===== config.mk =====
export PLATFORM = sky130hd
export DESIGN_NAME = rop_dcr_unit
export DESIGN_NICKNAME = d
export VERILOG_FILES = /design/src/rtl/rop_dcr_unit.sv
export SDC_FILE = /design/constraint.sdc
export NUM_CORES = 1
export LEC_CHECK = 0
export ABC_AREA = 1
export CORE_MARGIN = 2
export CORE_UTILIZATION = 40
export CTS_CLUSTER_SIZE = 10
export DETAILED_ROUTE_END_ITERATION = 16
export DONT_BUFFER_PORTS = 1
export HOLD_SLACK_MARGIN = 0.05
export PLACE_DENSITY = 0.6
export SLEW_MARGIN = 20
export SYNTH_ARGS = -nofsm -noshare
export SYNTH_HDL_FRONTEND = slang
export SYNTH_SLANG_ARGS = --single-unit
export TNS_END_PERCENT = 5

===== constraint.sdc =====
create_clock -name clk -period 17 [get_ports clk]
set_clock_uncertainty 0.2 [all_clocks]
set_input_delay 0.85 -clock clk [delete_from_list [all_inputs] [get_ports clk]]
set_output_delay 0.85 -clock clk [all_outputs]
set_load 0.01 [all_outputs]

===== src/rtl/rop_dcr_unit.sv =====
// ROP device-configuration-register responder: host writes land in a shadow copy,
// which a commit handshake transfers atomically into the active copy while the pipe is idle.
package rop_types;
  // Declared MSB-first so the packed bits line up with the 32-bit register layout.
  typedef struct packed {
    logic [7:0] mask;
    logic [7:0] ref_val;
    logic [2:0] fail;
    logic [2:0] zfail;
    logic [2:0] zpass;
    logic [2:0] func;
  } stencil_t;

  typedef struct packed {
    logic [7:0] a;
    logic [7:0] r;
    logic [7:0] g;
    logic [7:0] b;
  } blend_const_t;

  typedef struct packed {
    logic [31:0]  cbuf_addr;
    logic [31:0]  cbuf_pitch;
    logic [31:0]  cbuf_mask;
    logic [31:0]  zbuf_addr;
    logic [31:0]  zbuf_pitch;
    logic [2:0]   depth_func;
    logic         depth_writemask;
    stencil_t     stencil_front;
    stencil_t     stencil_back;
    logic [7:0]   stencil_writemask;
    logic [2:0]   blend_mode_rgb;
    logic [2:0]   blend_mode_a;
    logic [3:0]   blend_src_rgb;
    logic [3:0]   blend_src_a;
    logic [3:0]   blend_dst_rgb;
    logic [3:0]   blend_dst_a;
    blend_const_t blend_const;
    logic [3:0]   logic_op;
  } rop_dcrs_t;

  function automatic rop_dcrs_t rop_dcrs_reset();
    rop_dcrs_t d;
    d = '0;
    d.cbuf_mask          = 32'hFFFF_FFFF;
    d.depth_func         = 3'd7;
    d.stencil_front.func = 3'd7;
    d.stencil_back.func  = 3'd7;
    d.stencil_front.mask = 8'hFF;
    d.stencil_back.mask  = 8'hFF;
    d.stencil_writemask  = 8'hFF;
    d.blend_src_rgb      = 4'd1;
    d.blend_src_a        = 4'd1;
    d.logic_op           = 4'd3;
    return d;
  endfunction
endpackage

module rop_dcr_unit
  import rop_types::*;
#(
  parameter int                     DCR_ADDR_BITS = 12,
  parameter logic [DCR_ADDR_BITS-1:0] DCR_BASE    = 12'h100,
  parameter int                     NUM_REGS      = 13
) (
  input  logic                     clk,
  input  logic                     reset,
  input  logic                     dcr_wr_valid,
  output logic                     dcr_wr_ready,
  input  logic [DCR_ADDR_BITS-1:0] dcr_wr_addr,
  input  logic [31:0]              dcr_wr_data,
  input  logic                     dcr_rd_valid,
  input  logic [DCR_ADDR_BITS-1:0] dcr_rd_addr,
  input  logic                     dcr_rd_sel,
  output logic                     dcr_rsp_valid,
  output logic [31:0]              dcr_rsp_data,
  input  logic                     commit_valid,
  output logic                     commit_ready,
  output logic                     commit_done,
  input  logic                     pipe_idle,
  output rop_dcrs_t                rop_dcrs
);

  typedef enum logic {IDLE, PENDING} state_t;

  state_t    state_reg, state_next;
  rop_dcrs_t shadow_reg, active_reg;
  logic      do_copy;

  logic [DCR_ADDR_BITS-1:0] wr_off, rd_off;
  logic                     wr_hit, rd_hit;

  // Addresses below the base wrap to large offsets, but the explicit >= keeps that obvious.
  assign wr_off = dcr_wr_addr - DCR_BASE;
  assign rd_off = dcr_rd_addr - DCR_BASE;
  assign wr_hit = (dcr_wr_addr >= DCR_BASE) && (wr_off < DCR_ADDR_BITS'(NUM_REGS));
  assign rd_hit = (dcr_rd_addr >= DCR_BASE) && (rd_off < DCR_ADDR_BITS'(NUM_REGS));

  function automatic logic [31:0] get_word(input rop_dcrs_t d, input logic [3:0] off);
    logic [31:0] w;
    w = '0;
    case (off)
      4'd0:  w = d.cbuf_addr;
      4'd1:  w = d.cbuf_pitch;
      4'd2:  w = d.cbuf_mask;
      4'd3:  w = d.zbuf_addr;
      4'd4:  w = d.zbuf_pitch;
      4'd5:  w[3:0]  = {d.depth_writemask, d.depth_func};
      4'd6:  w[27:0] = d.stencil_front;
      4'd7:  w[27:0] = d.stencil_back;
      4'd8:  w[7:0]  = d.stencil_writemask;
      4'd9:  w[5:0]  = {d.blend_mode_a, d.blend_mode_rgb};
      4'd10: w[15:0] = {d.blend_dst_a, d.blend_dst_rgb, d.blend_src_a, d.blend_src_rgb};
      4'd11: w = d.blend_const;
      4'd12: w[3:0]  = d.logic_op;
      default: w = '0;
    endcase
    return w;
  endfunction

  function automatic rop_dcrs_t set_word(input rop_dcrs_t d, input logic [3:0] off,
                                         input logic [31:0] w);
    rop_dcrs_t r;
    r = d;
    case (off)
      4'd0:  r.cbuf_addr  = w;
      4'd1:  r.cbuf_pitch = w;
      4'd2:  r.cbuf_mask  = w;
      4'd3:  r.zbuf_addr  = w;
      4'd4:  r.zbuf_pitch = w;
      4'd5:  {r.depth_writemask, r.depth_func} = w[3:0];
      4'd6:  r.stencil_front = w[27:0];
      4'd7:  r.stencil_back  = w[27:0];
      4'd8:  r.stencil_writemask = w[7:0];
      4'd9:  {r.blend_mode_a, r.blend_mode_rgb} = w[5:0];
      4'd10: {r.blend_dst_a, r.blend_dst_rgb, r.blend_src_a, r.blend_src_rgb} = w[15:0];
      4'd11: r.blend_const = w;
      4'd12: r.logic_op = w[3:0];
      default: r = d;
    endcase
    return r;
  endfunction

  always_comb begin
    state_next   = state_reg;
    dcr_wr_ready = 1'b0;
    commit_ready = 1'b0;
    do_copy      = 1'b0;
    case (state_reg)
      IDLE: begin
        dcr_wr_ready = 1'b1;
        commit_ready = 1'b1;
        if (commit_valid) state_next = PENDING;
      end
      PENDING: begin
        // Writes are held off here so the snapshot cannot change under the commit.
        if (pipe_idle) begin
          do_copy    = 1'b1;
          state_next = IDLE;
        end
      end
      default: state_next = IDLE;
    endcase
  end

  always_ff @(posedge clk or posedge reset) begin
    if (reset) begin
      state_reg     <= IDLE;
      shadow_reg    <= rop_dcrs_reset();
      active_reg    <= rop_dcrs_reset();
      commit_done   <= 1'b0;
      dcr_rsp_valid <= 1'b0;
      dcr_rsp_data  <= '0;
    end else begin
      state_reg <= state_next;
      if (dcr_wr_valid && dcr_wr_ready && wr_hit)
        shadow_reg <= set_word(shadow_reg, wr_off[3:0], dcr_wr_data);
      if (do_copy)
        active_reg <= shadow_reg;
      commit_done   <= do_copy;
      dcr_rsp_valid <= dcr_rd_valid;
      dcr_rsp_data  <= (dcr_rd_valid && rd_hit)
                       ? get_word(dcr_rd_sel ? active_reg : shadow_reg, rd_off[3:0]) : '0;
    end
  end

  assign rop_dcrs = active_reg;

endmodule


; ---- Word-level counts from Yosys, hierarchy flattened
; Index checks and enable logic that the tools add are counted.
[op_classes]
n_eq_ne = 24
magnitude_cmp = 4
n_reduce_logical = 20
muxes = 14
bitwise = 1
add_sub_neg = 2
[ops]
columns = cell, n
row1 = $mux 286, 1
row2 = $pmux 12 s8, 1
row3 = $pmux 8 s9, 1
row4 = $pmux 4 s13, 1
row5 = $eq 4x4->1 const B, 10
row6 = $eq 4x3->1 const B, 8
row7 = $mux 32, 1
row8 = $reduce_and 2->1, 13
row9 = $ge 12x9->1 const B, 2
row10 = $lt 12x4->1 const B, 2
row11 = $pmux 4 s6, 1
row12 = $sub 12x9->12 const B, 2
row13 = $pmux 2 s11, 1
row14 = $pmux 2 s10, 1
row15 = $eq 4x2->1 const B, 4
row16 = $eq 4x1->1 const B, 2
row17 = $logic_not 4->1, 2
row18 = $logic_and 1x1->1, 5
row19 = $mux 1, 5
row20 = $pmux 1 s2, 1
row21 = $not 1->1, 1
[word_totals]
elab_cells = 131
input_bits = 63
out_inout_bits = 322
ff_bits = 607

; ---- Logic depth before layout (Yosys ltp)
; Gate-level depths: netlist of the first run.
[depth]
ltp_word = 5
depth_mapped = 12
depth_no_buf = 9

; ---- Least setup slack after synthesis of the first run
; No wires, ideal clock.
[synth_timing]
path_type = input-to-reg
from = input dcr_rd_sel
to = register dcr_rsp_data[4]
setup_slack_ps = 14808
setup_time_ps = 113
cell_stages = 12
required_time_ps = 16687
path_buffers = 4
t_arrival_ps = 1879
path_cell_list = buf_4 -> buf_6 -> buf_4 -> buf_2 -> nand2_1 -> o21ai_0 -> nand2_1 -> nand2_1 -> nor2_1 -> nand3_1 -> nand2_1 -> inv_1
[synth_via]
elab_chain_cells = 3
[synth_lines]
columns = element, line_no
row1 = from (decl), 74  ; input logic dcr_rd_sel,
row2 = $mux 286, 183  ; ? get_word(dcr_rd_sel ? active_reg : shadow_reg, rd_off[3:0]) : '0;
row3 = $pmux 2 s11, 102  ; case (off)
row4 = $mux 32, 183
row5 = to (signal assigned), 182  ; dcr_rsp_data <= (dcr_rd_valid && rd_hit)
row6 = to (decl), 76  ; output logic [31:0] dcr_rsp_data,
; Every way passes these cells.
; A chain may end at the register's enable or synchronous reset.

; ---- Final worst setup path of the first run
[layout_timing]
from = register state_reg
to = register shadow_reg[228] in the netlist's numbering
[layout_via]
elab_chain_cells = 4
[layout_lines]
columns = element, line_no
row1 = from (decl), 86  ; state_t state_reg, state_next;
row2 = from (signal assigned), 175  ; state_reg <= state_next;
row3 = $mux 1, --
row4 = net commit_ready, 78  ; output logic commit_ready,
row5 = $logic_and 1x1->1 (2 in series), 176  ; if (dcr_wr_valid && dcr_wr_ready && wr_hit)
row6 = $reduce_and 2->1 (no line), --
row7 = to (signal assigned), 169  ; shadow_reg <= rop_dcrs_reset();
row8 = to (signal assigned), 177  ; shadow_reg <= set_word(shadow_reg, wr_off[3:0], dcr_wr_data);
row9 = to (decl), 87  ; rop_dcrs_t shadow_reg, active_reg;
; The timed path passes the listed nets, and every way through them passes these cells.

==> results of run 1 <==
cell families (layout without fill, tap and decap cells):
| logic type | count (synthesis) | after routing | share of synthesized area |
|---|---|---|---|
| AND/OR/NAND/NOR | 2108 | 2108 | 0.291 |
| flip-flops | 607 | 607 | 0.533 |
| buffers and inverters | 555 | 468 | 0.0789 |
| AO/OA/AOI/OAI | 557 | 557 | 0.0968 |
metrics by stage:
step | std cells | util | hold WS, ns | setup slack (ns)
6_report | 4690 | 0.441 | 0.141 | 13.06
5_1_grt | 4690 | 0.441 | 0.123 | 12.74
4_1_cts | 4687 | 0.440 | 0.113 | 12.91
3_5_place_dp | 4551 | 0.409 | 0.253 | 12.49
3_3_place_gp | 4551 | 0.409 | 0.249 | 12.51
2_1_floorplan | 3827 | - | 0.242 | 7.78
worst max-delay path by stage:
stage,from,end,cells after the start
floorplan,reset,commit_done$_DFF_PP0_,1
global placement,reset,rop_dcrs[167]$_DFFE_PP0P_,4
detailed placement,reset,rop_dcrs[265]$_DFFE_PP0P_,4
CTS,state_reg$_DFF_PP0_,shadow_reg[233]$_DFFE_PP0P_,9
global route,reset,rop_dcrs[176]$_DFFE_PP0P_,5
finish,state_reg$_DFF_PP0_,shadow_reg[228]$_DFFE_PP0P_,9
cell usage after synthesis (4+ instances only):
cell type  number  area (um^2)
clkbuf_2       10         50.1
nand2_1      1677         6290
dfrtp_1       469        11700
nor2_2          5         31.3
nand3b_1       12         90.1
a21oi_1        26          130
dfstp_2       138         3630
nor2_1        110          413
clkbuf_1      127          477
nand3_1       290         1450
buf_2         103          515
o21ai_0       530         2650
buf_4           7         52.6
nor3_1          4         20.0
inv_1         293         1100
buf_1           8         30.0
nand2_2         4         25.0
worst max-delay path, stage by stage (launching register included):
cell      delay (ns)
dfrtp_1         0.41
clkinv_1        0.23
nand3_1         0.17
nor3_4          0.25
buf_12          0.44
buf_12          0.57
nand2_1         0.78
buf_4           0.46
nand2_1         0.09
nand2_1         0.05
final cells by class:
cell class / count / area share
inverter: 297 / 0.0356
clock inverter: 10 / 0.00378
clock buffer: 125 / 0.0656
multi-input combinational: 2665 / 0.357
sequential: 607 / 0.488
timing repair buffer: 36 / 0.0118
tap: 950 / 0.0378
per-layer routing:
layer  track usage  vias to the layer above
met5             0                        -
met4         0.114                        0
met3        0.0860                      179
met2         0.468                      770
met1         0.323                    11600
li1              -                    11600
report_power, final:
part           internal [mW]  switching, mW  total, mW
sequential              1.45        0.00488       1.46
clock                  0.842          0.629       1.47
combinational         0.0139         0.0957      0.110
what timing repair did:
action                                  CTS  global route
hold buffers                              1             1
endpoints found under the setup margin    0             0
hold endpoints to repair                  1            10
==> metrics.yaml, run 1 <==
run_status:
  status: "finished, violations left"
  violations: "slew limit"
clock_network:
  ctsResizeCount: 0
  clock_latency_ns: 0.62
  cts_tree: "yes"
  htree_num_levels: 3
  clkTransAtPathRegs_ns: 0.06
  cts_setup_buffers: 0
  cts.path.max_buffers: 3
  root_buffer: "clkbuf_16"
  clock-sinks: 607
  cts_buffers: 73
power:
  max-vdd-ir-drop_uv: 88.6
  power_mw: 3.04
  p_per_area_nw_per_um2: 96.5
  p_leak_nw: 14.6
floorplanning:
  num_rows: 98
  io_pins: 385
  core_area_um2: 71400
  initial_core_util: 0.404
  die_y_um: 272
  fp.dieW_um: 272
  design.die.area_um2: 74200
synth:
  avgSynthCellArea_um2: 7.53
  yosysSeqAreaShare: 0.533
  ys.flop_type: "dfrtp_1"
  synth_edf_count: 0
  synth_fp_nets: 3890
  ys_types: 26
  async_flop_share: 1.00
  ys_seq_elements: 607
  syn_area_um2: 28800
  synth_warnings: 0
  synth_cells: 3827
route:
  top_layer_used: "met4"
  wl_met2_um: 50500
  drtIter0Drc: 2347
  firstDrtPassIters: 5
  viasPerCell: 5.16
  wl_met3_um: 8500
  post_drt_wl_per_cell_um: 21.8
  wl_um: 102000
  vias: 24200
  drc: 0
  ant_nets: 0
  wirelength_met1_um: 39000
min_path:
  min_from: "dcr_wr_data[24]"
  hold_path_class: "in -> reg"
  holdPathEnd: "shadow_reg[118]$_DFFE_PP1P_"
  min_path_cells: 2
critical_path:
  cp.arrival_ns: 4.24
  rr_worst_depth: 9
  regToRegSetupSlack_ns: 13.06
  r2r_end: "shadow_reg[228]$_DFFE_PP0P_"
  endpoint_kind: "flop"
  cp.required_ns: 17.30
  crit_type: "reg -> reg"
  critical_path.max_fanout: 165
  reg2reg_from: "state_reg$_DFF_PP0_"
  startpoint_type: "flop"
placed_design:
  portBuffers: 0
  place_area_um2: 29200
  dp_hpwl_um: 68000
  gp_congestion: 0.862
timing:
  hold_viol: 0
  tightest_slew_ns: 1.58
  maxSlewViolCount: 138
  fmax_mhz: 254
  min_period_ns: 3.94
  slew_headroom: -0.0525
  finalSetupViolations: 0
  fin_crit_sh: 0.232
  rsz0062_at_grt: "no"
  tns_ns: 0
run:
  max_cap_violations: 0
final_layout:
  fillers: 7295
  layout_commonest_cell: "nand2_1"
  regArea_um2: 15400
  n_antenna_cell: 0
  drive_gt1_frac: 0.0767
  fin_nets: 3743
  final_cell_mix: "nand2_1, o21ai_0, dfrtp_1, inv_1, nand3_1"
  multiInputGateArea_um2: 11200
  syn2layout_area_growth_pct: 9.22
  stdcell_area_um2: 31500
global_routing:
  grt_pass1_wl_um: 153000
  grt_max_degree: 552
  antenna_found_initial: 0
  grt_usage: 0.276
  gr-total-overflow: 0
  grt_pass1_vias: 22900
(Power assumes the default switching activity.)
==> run 2, diff against run 1 <==
==> constraint.sdc (replaced) <==
create_clock -name clk -period 3.6 [get_ports clk]
set_clock_uncertainty 0.2 [all_clocks]
set_input_delay 0.18 -clock clk [delete_from_list [all_inputs] [get_ports clk]]
set_output_delay 0.18 -clock clk [all_outputs]
set_load 0.01 [all_outputs]
==> metrics.yaml, run 2 (synthesized netlist as in run 1, its figures left out) <==
critical_path:
  critical_path.max_fanout: 3
  worst_path_most_repeated_cell: "nand2_1"
  crit_type: "reg -> reg"
  endpoint_kind: "flop"
  cp_top_family: "buffers and inverters"
  slowest_stage: "dfstp_2"
  worstPathCellList: "nand2_1 -> dlygate4sd3_1 -> nand2_1 -> nand2_1 -> nand2_1 -> dlygate4sd3_1 -> nor2_1 -> dlygate4sd3_1 -> nand2_1 -> dlygate4sd3_1 -> nor2_1 -> nor2_1"
  startpoint_type: "flop"
  cp_slowest_stage_delay_ns: 0.57
  cp.required_ns: 3.94
  critPathBufInv: 4
  cp.arrival_ns: 3.98
timing:
  hold_viol: 0
  slew_headroom: 0.216
  worst_slack_ns: -0.0399
  tightest_slew_ns: 1.17
  min_period_ns: 3.64
  maxSlewViolCount: 0
  whs_ns: 0.0851
  fmax_mhz: 275
  rsz0062_at_grt: "yes"
  fin_crit_sh: 1.01
  finalSetupViolations: 2
power:
  p_leak_nw: 15.4
  max-vdd-ir-drop_uv: 343
  p_per_area_nw_per_um2: 440
  power_mw: 14.6
clock_network:
  clock_latency_ns: 0.62
  clkTransAtPathRegs_ns: 0.06
  cts.path.max_buffers: 3
  cts_buffers: 73
  cts_setup_buffers: 0
  clock-sinks: 607
  htree_num_levels: 3
  cts_tree: "yes"
  root_buffer: "clkbuf_16"
floorplanning:
  num_rows: 98
  io_pins: 385
  fp.dieW_um: 272
  design.die.area_um2: 74200
  die_y_um: 272
  initial_core_util: 0.404
  core_area_um2: 71400
final_layout:
  fin_nets: 3902
  multiInputGateArea_um2: 11200
  drive_gt1_frac: 0.0791
  regArea_um2: 15400
  stdcell_area_um2: 33200
  final_cells: 4849
  layout_commonest_cell: "nand2_1"
  final_cell_mix: "nand2_1, o21ai_0, dfrtp_1, inv_1, nand3_1"
  fillers: 7103
  syn2layout_area_growth_pct: 15.1
global_routing:
  antenna_found_initial: 13
  grt_pass1_vias: 23800
  grt_max_degree: 337
  grt_pass1_wl_um: 158000
  grt_usage: 0.285
  gr-total-overflow: 0
route:
  firstDrtPassIters: 7
  ant_nets: 0
  drtIter0Drc: 2515
  viasPerCell: 5.21
  vias: 25300
  post_drt_wl_per_cell_um: 21.9
  wl_um: 106000
  drc: 0
placed_design:
  dp.cells: 4567
  portBuffers: 0
  place_area_um2: 29400
  gp_congestion: 0.864
  dp_hpwl_um: 68800
  place_ws_ns: 1.04
run:
  max_cap_violations: 0
min_path:
  hold_path_class: "in -> reg"
run_status:
  status: "finished, violations left"
  violations: "setup timing"
run 2: where the power goes:
group | total, mW | internal, mW | switching, mW
Clock | 6.99 | 4.07 | 2.92
Combinational | 0.722 | 0.122 | 0.599
Sequential | 6.88 | 6.85 | 0.0231
run 2: final cells by class:
class | count | area share
antenna | 6 | 0.000453
timing repair buffer | 195 | 0.0616
inverter | 297 | 0.0337
clock inverter | 7 | 0.00313
multi-input combinational | 2665 | 0.339
sequential | 607 | 0.464
tap | 950 | 0.0359
clock buffer | 122 | 0.0628
run 2: timing repair:
| item | 4_1_cts | 5_1_grt |
|---|---|---|
| setup endpoints to repair | 0 | 9 |
| endpoints found under the hold margin | 835 | 0 |
| resized for setup | 0 | 9 |
| hold buffers | 148 | 0 |
run 2: stage by stage:
| step | utilization | TNS (ns) |
|---|---|---|
| 3_5_place_dp | 0.413 | 0 |
| 6_report | 0.465 | -0.0708 |
| 3_3_place_gp | 0.413 | 0 |
| 4_1_cts | 0.464 | 0 |
| 5_1_grt | 0.465 | -0.411 |
| 2_1_floorplan | - | -2686.26 |
run 2: layer usage:
metal  up-vias  track usage  part of all wire
met4         0        0.121             0.046
met3       219       0.0715             0.080
met1     12100        0.340              0.38
li1      12000            -                 -
met2       976        0.488              0.49
met5         -            0                 0
run 2: worst register-to-register path, stage by stage (launching register included):
cell and delay [ns]:
dfstp_2 0.57, nand2_1 0.06, dlygate4sd3_1 0.57, nand2_1 0.08, nand2_1 0.07, nand2_1 0.10
dlygate4sd3_1 0.55, nor2_1 0.05, dlygate4sd3_1 0.57, nand2_1 0.07, dlygate4sd3_1 0.54, nor2_1 0.04
nor2_1 0.10
run 2: final timing paths:
path                                                  start                     endpoint  slack, ns  cells past startpoint
worst min-delay path                         dcr_wr_addr[3]   shadow_reg[95]$_DFFE_PP1P_       0.09                      6
min in group asynchronous                             reset   shadow_reg[30]$_DFFE_PP0P_       0.10                      3
max in group asynchronous                             reset  shadow_reg[196]$_DFFE_PP1P_       2.30                      4
worst max-delay path               rop_dcrs[61]$_DFFE_PP1P_    dcr_rsp_data[3]$_DFF_PP0_      -0.04                     12
worst max register to register     rop_dcrs[61]$_DFFE_PP1P_    dcr_rsp_data[3]$_DFF_PP0_      -0.04                     12
worst min register to register  shadow_reg[121]$_DFFE_PP1P_  shadow_reg[121]$_DFFE_PP1P_       0.26                      2
